--- config.mk ---
export PLATFORM = sky130hd
export DESIGN_NAME = rf_wb_arbiter
export DESIGN_NICKNAME = d
export VERILOG_FILES = /design/src/rtl/rf_wb_arbiter.sv
export SDC_FILE = /design/constraint.sdc
export NUM_CORES = 1
export LEC_CHECK = 0
export CAP_MARGIN = 20
export CORE_MARGIN = 3
export CORE_UTILIZATION = 40
export DETAILED_ROUTE_END_ITERATION = 12
export HOLD_SLACK_MARGIN = 0.03
export PLACE_DENSITY = 0.72
export SLEW_MARGIN = 20
export SYNTH_ARGS = -nofsm -noshare
export SYNTH_HDL_FRONTEND = slang
export SYNTH_SLANG_ARGS = --single-unit
--- constraint.sdc ---
create_clock -name clk -period 3.5 [get_ports clk]
set_input_delay 0.7 -clock clk [delete_from_list [all_inputs] [get_ports clk]]
set_output_delay 0.7 -clock clk [all_outputs]
set_load 0.01 [all_outputs]
--- src/rtl/rf_wb_arbiter.sv ---
// Register-file writeback arbiter: two single-entry request buffers (ALU, load) feeding one
// registered write port, with pending-write hazard query. Define RF_WB_ROUND_ROBIN_EN for RR.
module rf_wb_arbiter (
  input  logic        clk,
  input  logic        rst,
  input  logic        dbg_i,
  input  logic        req0_i,
  input  logic        req1_i,
  input  logic [4:0]  addr0_i,
  input  logic [4:0]  addr1_i,
  input  logic [31:0] data0_i,
  input  logic [31:0] data1_i,
  output logic        rdy0_o,
  output logic        rdy1_o,
  output logic        rf_we_o,
  output logic [4:0]  rf_a3_o,
  output logic [31:0] rf_wd_o,
  input  logic [4:0]  qa1_i,
  input  logic [4:0]  qa2_i,
  output logic        hazard_o,
  output logic [15:0] wr_cnt_o
);

  logic        buf0_valid_q, buf0_valid_d;
  logic        buf1_valid_q, buf1_valid_d;
  logic [4:0]  buf0_addr_q, buf0_addr_d;
  logic [4:0]  buf1_addr_q, buf1_addr_d;
  logic [31:0] buf0_data_q, buf0_data_d;
  logic [31:0] buf1_data_q, buf1_data_d;

  logic        we_q, we_d;
  logic [4:0]  a3_q, a3_d;
  logic [31:0] wd_q, wd_d;
  logic [15:0] cnt_q, cnt_d;

  logic        load0, load1;
  logic        gnt;
  logic        gnt_sel;  // 1 = requester 1 (load) wins this edge

  assign rdy0_o = ~buf0_valid_q;
  assign rdy1_o = ~buf1_valid_q;

  // Writes to x0 are accepted but never buffered.
  assign load0 = req0_i & ~buf0_valid_q & (addr0_i != 5'd0);
  assign load1 = req1_i & ~buf1_valid_q & (addr1_i != 5'd0);

  assign gnt = ~dbg_i & (buf0_valid_q | buf1_valid_q);

`ifdef RF_WB_ROUND_ROBIN_EN
  // rr_q names the requester that wins the next contention; reset 0 favours the ALU,
  // i.e. the load side is treated as the last one granted.
  logic rr_q, rr_d;

  always_comb begin
    gnt_sel = buf1_valid_q;
    if (buf0_valid_q && buf1_valid_q) begin
      gnt_sel = rr_q;
    end
  end

  always_comb begin
    rr_d = rr_q;
    if (gnt) begin
      rr_d = ~gnt_sel;
    end
  end

  always_ff @(posedge clk or negedge rst) begin
    if (!rst) begin
      rr_q <= 1'b0;
    end else begin
      rr_q <= rr_d;
    end
  end
`else
  // Fixed priority: the load requester wins whenever its buffer is valid.
  assign gnt_sel = buf1_valid_q;
`endif

  always_comb begin
    buf0_valid_d = buf0_valid_q;
    buf0_addr_d  = buf0_addr_q;
    buf0_data_d  = buf0_data_q;
    buf1_valid_d = buf1_valid_q;
    buf1_addr_d  = buf1_addr_q;
    buf1_data_d  = buf1_data_q;
    // A buffer is either empty (may load) or valid (may be granted), never both.
    if (gnt && !gnt_sel) begin
      buf0_valid_d = 1'b0;
    end
    if (gnt && gnt_sel) begin
      buf1_valid_d = 1'b0;
    end
    if (load0) begin
      buf0_valid_d = 1'b1;
      buf0_addr_d  = addr0_i;
      buf0_data_d  = data0_i;
    end
    if (load1) begin
      buf1_valid_d = 1'b1;
      buf1_addr_d  = addr1_i;
      buf1_data_d  = data1_i;
    end
  end

  always_comb begin
    we_d  = gnt;
    a3_d  = a3_q;
    wd_d  = wd_q;
    cnt_d = cnt_q;
    if (gnt) begin
      a3_d  = gnt_sel ? buf1_addr_q : buf0_addr_q;
      wd_d  = gnt_sel ? buf1_data_q : buf0_data_q;
      cnt_d = cnt_q + 16'd1;
    end
  end

  always_ff @(posedge clk or negedge rst) begin
    if (!rst) begin
      buf0_valid_q <= 1'b0;
      buf0_addr_q  <= 5'd0;
      buf0_data_q  <= 32'd0;
      buf1_valid_q <= 1'b0;
      buf1_addr_q  <= 5'd0;
      buf1_data_q  <= 32'd0;
      we_q         <= 1'b0;
      a3_q         <= 5'd0;
      wd_q         <= 32'd0;
      cnt_q        <= 16'd0;
    end else begin
      buf0_valid_q <= buf0_valid_d;
      buf0_addr_q  <= buf0_addr_d;
      buf0_data_q  <= buf0_data_d;
      buf1_valid_q <= buf1_valid_d;
      buf1_addr_q  <= buf1_addr_d;
      buf1_data_q  <= buf1_data_d;
      we_q         <= we_d;
      a3_q         <= a3_d;
      wd_q         <= wd_d;
      cnt_q        <= cnt_d;
    end
  end

  assign rf_we_o  = we_q;
  assign rf_a3_o  = a3_q;
  assign rf_wd_o  = wd_q;
  assign wr_cnt_o = cnt_q;

  function automatic logic pending_match(input logic [4:0] qa);
    logic hit;
    hit = (buf0_valid_q && (qa == buf0_addr_q)) ||
          (buf1_valid_q && (qa == buf1_addr_q)) ||
          (we_q && (qa == a3_q));
    return (qa != 5'd0) && hit;
  endfunction

  always_comb begin
    hazard_o = pending_match(qa1_i) | pending_match(qa2_i);
  end

endmodule

== Word level (Yosys, flattened, before mapping) ==
Cells that the tools add are included.

* Bitwise logic cells: 10
* Multiplexer cells: 6
* Eq/ne operators: 6
* $lt $le $gt $ge: 0
* Reductions and logical operators: 21
* Add/subtract/negate cells: 1
* Multiply operators: 0
* Shift-type cells: 0
* Div/mod/pow operators: 0

{| class="wikitable"
|+ Operator list
! cell !! count
|-
| two-way mux 32 bit || 1
|-
| == test 5 bit || 6
|-
| nonzero test 5 bit || 4
|-
| adder 16 x 1 -> 16 bit, second input constant || 1
|-
| logical AND 1 bit || 10
|-
| AND 1 bit || 5
|-
| two-way mux 5 bit || 1
|-
| logical OR 1 bit || 4
|-
| two-way mux 1 bit || 4
|-
| nonzero test 2 bit || 2
|-
| NOT 1 bit || 3
|-
| bitwise OR 1 bit || 2
|-
| logical NOT 1 bit || 1
|}

* Register bits: 130
* Bits in latches: 0
* Input port bits: 89
* RAM bits: 0
* Logic and storage cells: 54
* ROM bits: 0
* Memories kept: 0
* Output and inout bits: 57

== Longest topological paths before layout ==
* Depth in word-level cells: 6
* Gate-level depth with buffers: 7
* Depth with buffers taken out: 6

== Worst setup path after synthesis ==
No wires, ideal clock.

* Path type: in2out
* Start point: input qa1_i[0]
* End point: output hazard_o
* Path slack: 1.111 ns
* Data required time: 2.800 ns
* Path buffers: 0
* Stages on the path: 5
* Data arrival time: 1.689 ns
* Path through: or4_1 nor2_1 nor4_1 a41oi_1 o211ai_1

* Word-level cells in the longest chain between the ends: 6
* Elaborated cells between the ends (all ways): 11
* Classes of those cells: eq/ne: 3; bitwise: 1; reduce/logical: 7

{| class="wikitable"
|+ Ends and longest elaborated chain
! what !! RTL line !! text
|-
| start: declaration || 18 || <nowiki>input logic [4:0] qa1_i,</nowiki>
|-
| == test 5 bit (on tied branches) || 151, 152 ||
|-
| logical AND 1 bit (on tied branches) || 151, 152 ||
|-
| logical OR 1 bit || 151 || <nowiki>hit = (buf0_valid_q && (qa == buf0_addr_q)) ||</nowiki>
|-
| logical OR 1 bit || 152 || <nowiki>(buf1_valid_q && (qa == buf1_addr_q)) ||</nowiki>
|-
| logical AND 1 bit (*) || 154 || <nowiki>return (qa != 5'd0) && hit;</nowiki>
|-
| bitwise OR 1 bit (*) || 158 || <nowiki>hazard_o = pending_match(qa1_i) | pending_match(qa2_i);</nowiki>
|-
| end: declaration || 20 || <nowiki>output logic hazard_o,</nowiki>
|}

Mark *: on every way between the ends. The rest lies on a longest branch, timed or not.

== Worst setup path in the final report ==
Same ends and word-level chain as after synthesis.

==> results list <==
* Setup bufs post-CTS: 0
- Setup TNS Final: 0 ns
- Total core area: 0.0135 mm2
- Sequential share of the synthesized area: 0.577
* Sequential fraction of design power: 0.399
- Number of register bits inferred by synthesis: 130
- Synthesis instantiated 31 different standard cells from the library.
* Top_reg_cell synth: sky130_fd_sc_hd__dfrtp_1
- The worst setup path is captured at an output port.
- Post-synthesis instance area: 0.00564 mm2
- Leading post-synthesis cells by cell area: sky130_fd_sc_hd__dfrtp_1, sky130_fd_sc_hd__mux2_2, sky130_fd_sc_hd__mux2i_1
* Power density normalized to cell area: 790 mW/mm2
- The pre-antenna-repair detailed-routing pass consisted of 4 iterations.
* Growth of design area from synthesis to finish: 41.3%
- Final max-slew violation count: 0
- Grt met3 use: 0.0587
- Total congestion overflow: 0
- Period utilization: 0.953
- No sink is reached through more buffers than the 2 on the longest clock path.
- Highest attainable clock frequency: 300 MHz
- By count the netlist is led by sky130_fd_sc_hd__dfrtp_1, sky130_fd_sc_hd__nand2_1, sky130_fd_sc_hd__o21ai_0, sky130_fd_sc_hd__mux2i_1, sky130_fd_sc_hd__mux2_2.
* Crit Path Category: in -> out
- 146 I/O pins were placed.
- The first global-routing pass estimated 21600 um of wire.
* Horizontal die dimension: 125 um
- Worst-Skew Late Latency: 0.42 ns
- Hold buffer count at CTS: 0
- The H-tree was split into 4 levels.
- The initial antenna violation count was 0.
- Row generation in the floorplan step produced 42 rows.
* Portion of synthesized cell area occupied by the leading cell type: 0.577
- Highest ir drop seen on vdd: 0.000365 V
* Antenna diodes: 0
* Worst-case headroom to the max-slew limit: 0.531
* Number of synthesized flops with an enable pin: 0
* Root Buffer Master: sky130_fd_sc_hd__clkbuf_16
- The internal portion of the total power is 0.00448 W.
* Number of port buffers: 145
- The finished cells cover 0.00797 mm2.
- The final hold violation count is 0.
* Largest net degree at the start of global routing: 62
- Clk pin slew, worst setup/hold paths: 0.06 ns
- Sequential cell area: 0.00325 mm2
- Largest clock skew in the final design: 0.00643 ns
- The number of nets handed over by synthesis was 546.
* Number of global-route vias before repair: 4270
- For this run, the total global-route usage over all layers was measured as 0.174.
- Net switching share of the total power: 0.289
- In this run, the number of DRC markers left after iteration 0 of detailed routing was 138.
- Switching component of the power: 0.00182 W
- In the final routed layout, each cell accounts on average for 16.3 um.
- The flow ran to the end, and the final reports show no timing, DRC or antenna violations.
* Multi-input gate area in the final layout: 0.00226 mm2
* Standby leakage power: 3.43 nW
- CP Data Required Time: 2.80 ns
* Number of warnings reported in the yosys synthesis log: 0
- Post-CTS repair changed the size of 0 cells.
- Detailed-placement wirelength estimate: 9130 um
- The initial utilization of the core area, before any placement, comes to 0.418.
- In the synthesized netlist, the number of instances is 456.
* Critical path data arrival time: 2.64 ns
- sky130_fd_sc_hd__dfrtp_1 is the most common cell in the netlist.
- For this run, design rule violations remaining after detail routing come to 0.
- Detailed-route via count: 4016
- Number of sinks handled by clock tree synthesis: 130
* Chip height: 125 um
- Setup repair after global routing left no endpoint under its margin.
- Fillers: 1094
- The die covers 0.0156 mm2.
- A synthesized cell averages 12.4 um2.
* # Max-Cap Violations: 0
- Setup violations remaining at the end of the flow were counted as 0.
- At the pin with the least slew margin, the transition time is 0.704 ns.
- At the end of routability-driven placement, the weighted congestion stood at 0.816.
- Setup crit start kind: input pin
- Summed over all instances, the cell type with the most area after synthesis is sky130_fd_sc_hd__dfrtp_1.
- The placed instances occupy a cell area of 0.00730 mm2.
* Synth async-reset ratio: 1.00
* Met1 demand-to-capacity share in global routing: 0.207
- Final worst path period need: 3.34 ns
- Layout Nets: 699
* Maximum fanout encountered on the critical timing path: 2
* Number of nets with antenna violations after routing: 0
* Reg2Reg Setup Slack: 1.09 ns
* HP Class: in -> async
- For met2 alone, demand over resource in global routing was 0.288.
- Via-per-instance ratio: 5.03
* TritonCTS clock tree: done
- The number of clock buffers added by TritonCTS is 17.
* Combinational fraction of design power: 0.284
* Part of the total power dissipated in the clock network: 0.317
- Share of layout cells above drive strength 1: 0.133
- Final wirelength: 13000 um
- Busiest grt layer: met2
placed cells by master, fill, tap and decap left out, drive strengths merged, types with 8 or more instances in the layout:
cell / synthesis / final
clkbuf: 6 / 18
nand4: 8 / 8
mux2i: 37 / 37
buf: 15 / 11
o21ai: 40 / 40
clkdlybuf4s50: 0 / 144
nand2: 75 / 75
mux2: 64 / 64
dfrtp: 130 / 130
xnor2: 28 / 28
xor2: 17 / 17
worst max-delay path: stages:
cell and delay [ns]:
sky130_fd_sc_hd__clkdlybuf4s50_1 0.45, sky130_fd_sc_hd__or4_1 0.53, sky130_fd_sc_hd__nor2_1 0.13, sky130_fd_sc_hd__nor4_1 0.07, sky130_fd_sc_hd__a41oi_1 0.16, sky130_fd_sc_hd__o211ai_1 0.11
sky130_fd_sc_hd__clkdlybuf4s50_1 0.49
logic make-up after synthesis:
family	Yosys count	share of synthesized area
compound gates	47	0.0479
flops	130	0.577
fa+ha+maj	1	0.00222
simple gates	107	0.0829
buf+inv	25	0.0271
mux	101	0.193
xor+xnor	45	0.0699
final timing paths:
path                                   end          from  cells past startpoint
setup reg to reg            buf1_data_q[6]  buf1_valid_q                      5
setup / recovery                  hazard_o      qa1_i[0]                      7
min in group clk              wr_cnt_o[15]  wr_cnt_o[15]                      1
max in group asynchronous   buf1_data_q[4]           rst                      2
hold reg to reg               wr_cnt_o[15]  wr_cnt_o[15]                      1
hold / removal             buf0_data_q[10]           rst                      1
sequential cells by signal (all words and copies together), names as in the netlist:
| name | count |
|---|---|
| buf0_data_q | 32 |
| rf_we_o | 1 |
| rf_a3_o | 5 |
| buf1_addr_q | 5 |
| wr_cnt_o | 16 |
| buf1_data_q | 32 |
| buf0_valid_q | 1 |
| buf1_valid_q | 1 |
| rf_wd_o | 32 |
| buf0_addr_q | 5 |
area by class of cell:
class | instances | share of cell area
flip-flops and latches | 130 | 0.408
well taps | 176 | 0.0276
repair buffers | 155 | 0.194
clock buffers | 18 | 0.0551
multi-input cells | 301 | 0.283
inverters | 4 | 0.00188
clock inverters | 14 | 0.0295
power by group through the flow:
stage               Clock [W]  Combinational (W)  Sequential, W
finish                0.00200            0.00179        0.00251
global route          0.00211            0.00196        0.00259
CTS                   0.00204            0.00182        0.00252
detailed placement          0            0.00181        0.00254
global placement            0            0.00176        0.00251
floorplan                   0           0.000860        0.00253
layer usage:
layer,wire length (um),share of wire
met5,0,0
met3,796,0.061
met4,294,0.023
met1,5590,0.43
met2,6320,0.49
through the flow:
stage                     power, W  instances  setup slack, ns  hold WS [ns]   util
final                      0.00630        798            0.163         0.325  0.590
after global routing       0.00667        798           0.0282         0.368  0.590
after CTS                  0.00638        798            0.164         0.350  0.590
after detailed placement   0.00435        766            0.175         0.463  0.540
after global placement     0.00427        766            0.191         0.456  0.540
after floorplan            0.00339        456             1.11         0.404      -
No activity file was read; power rests on OpenSTA's default activity.
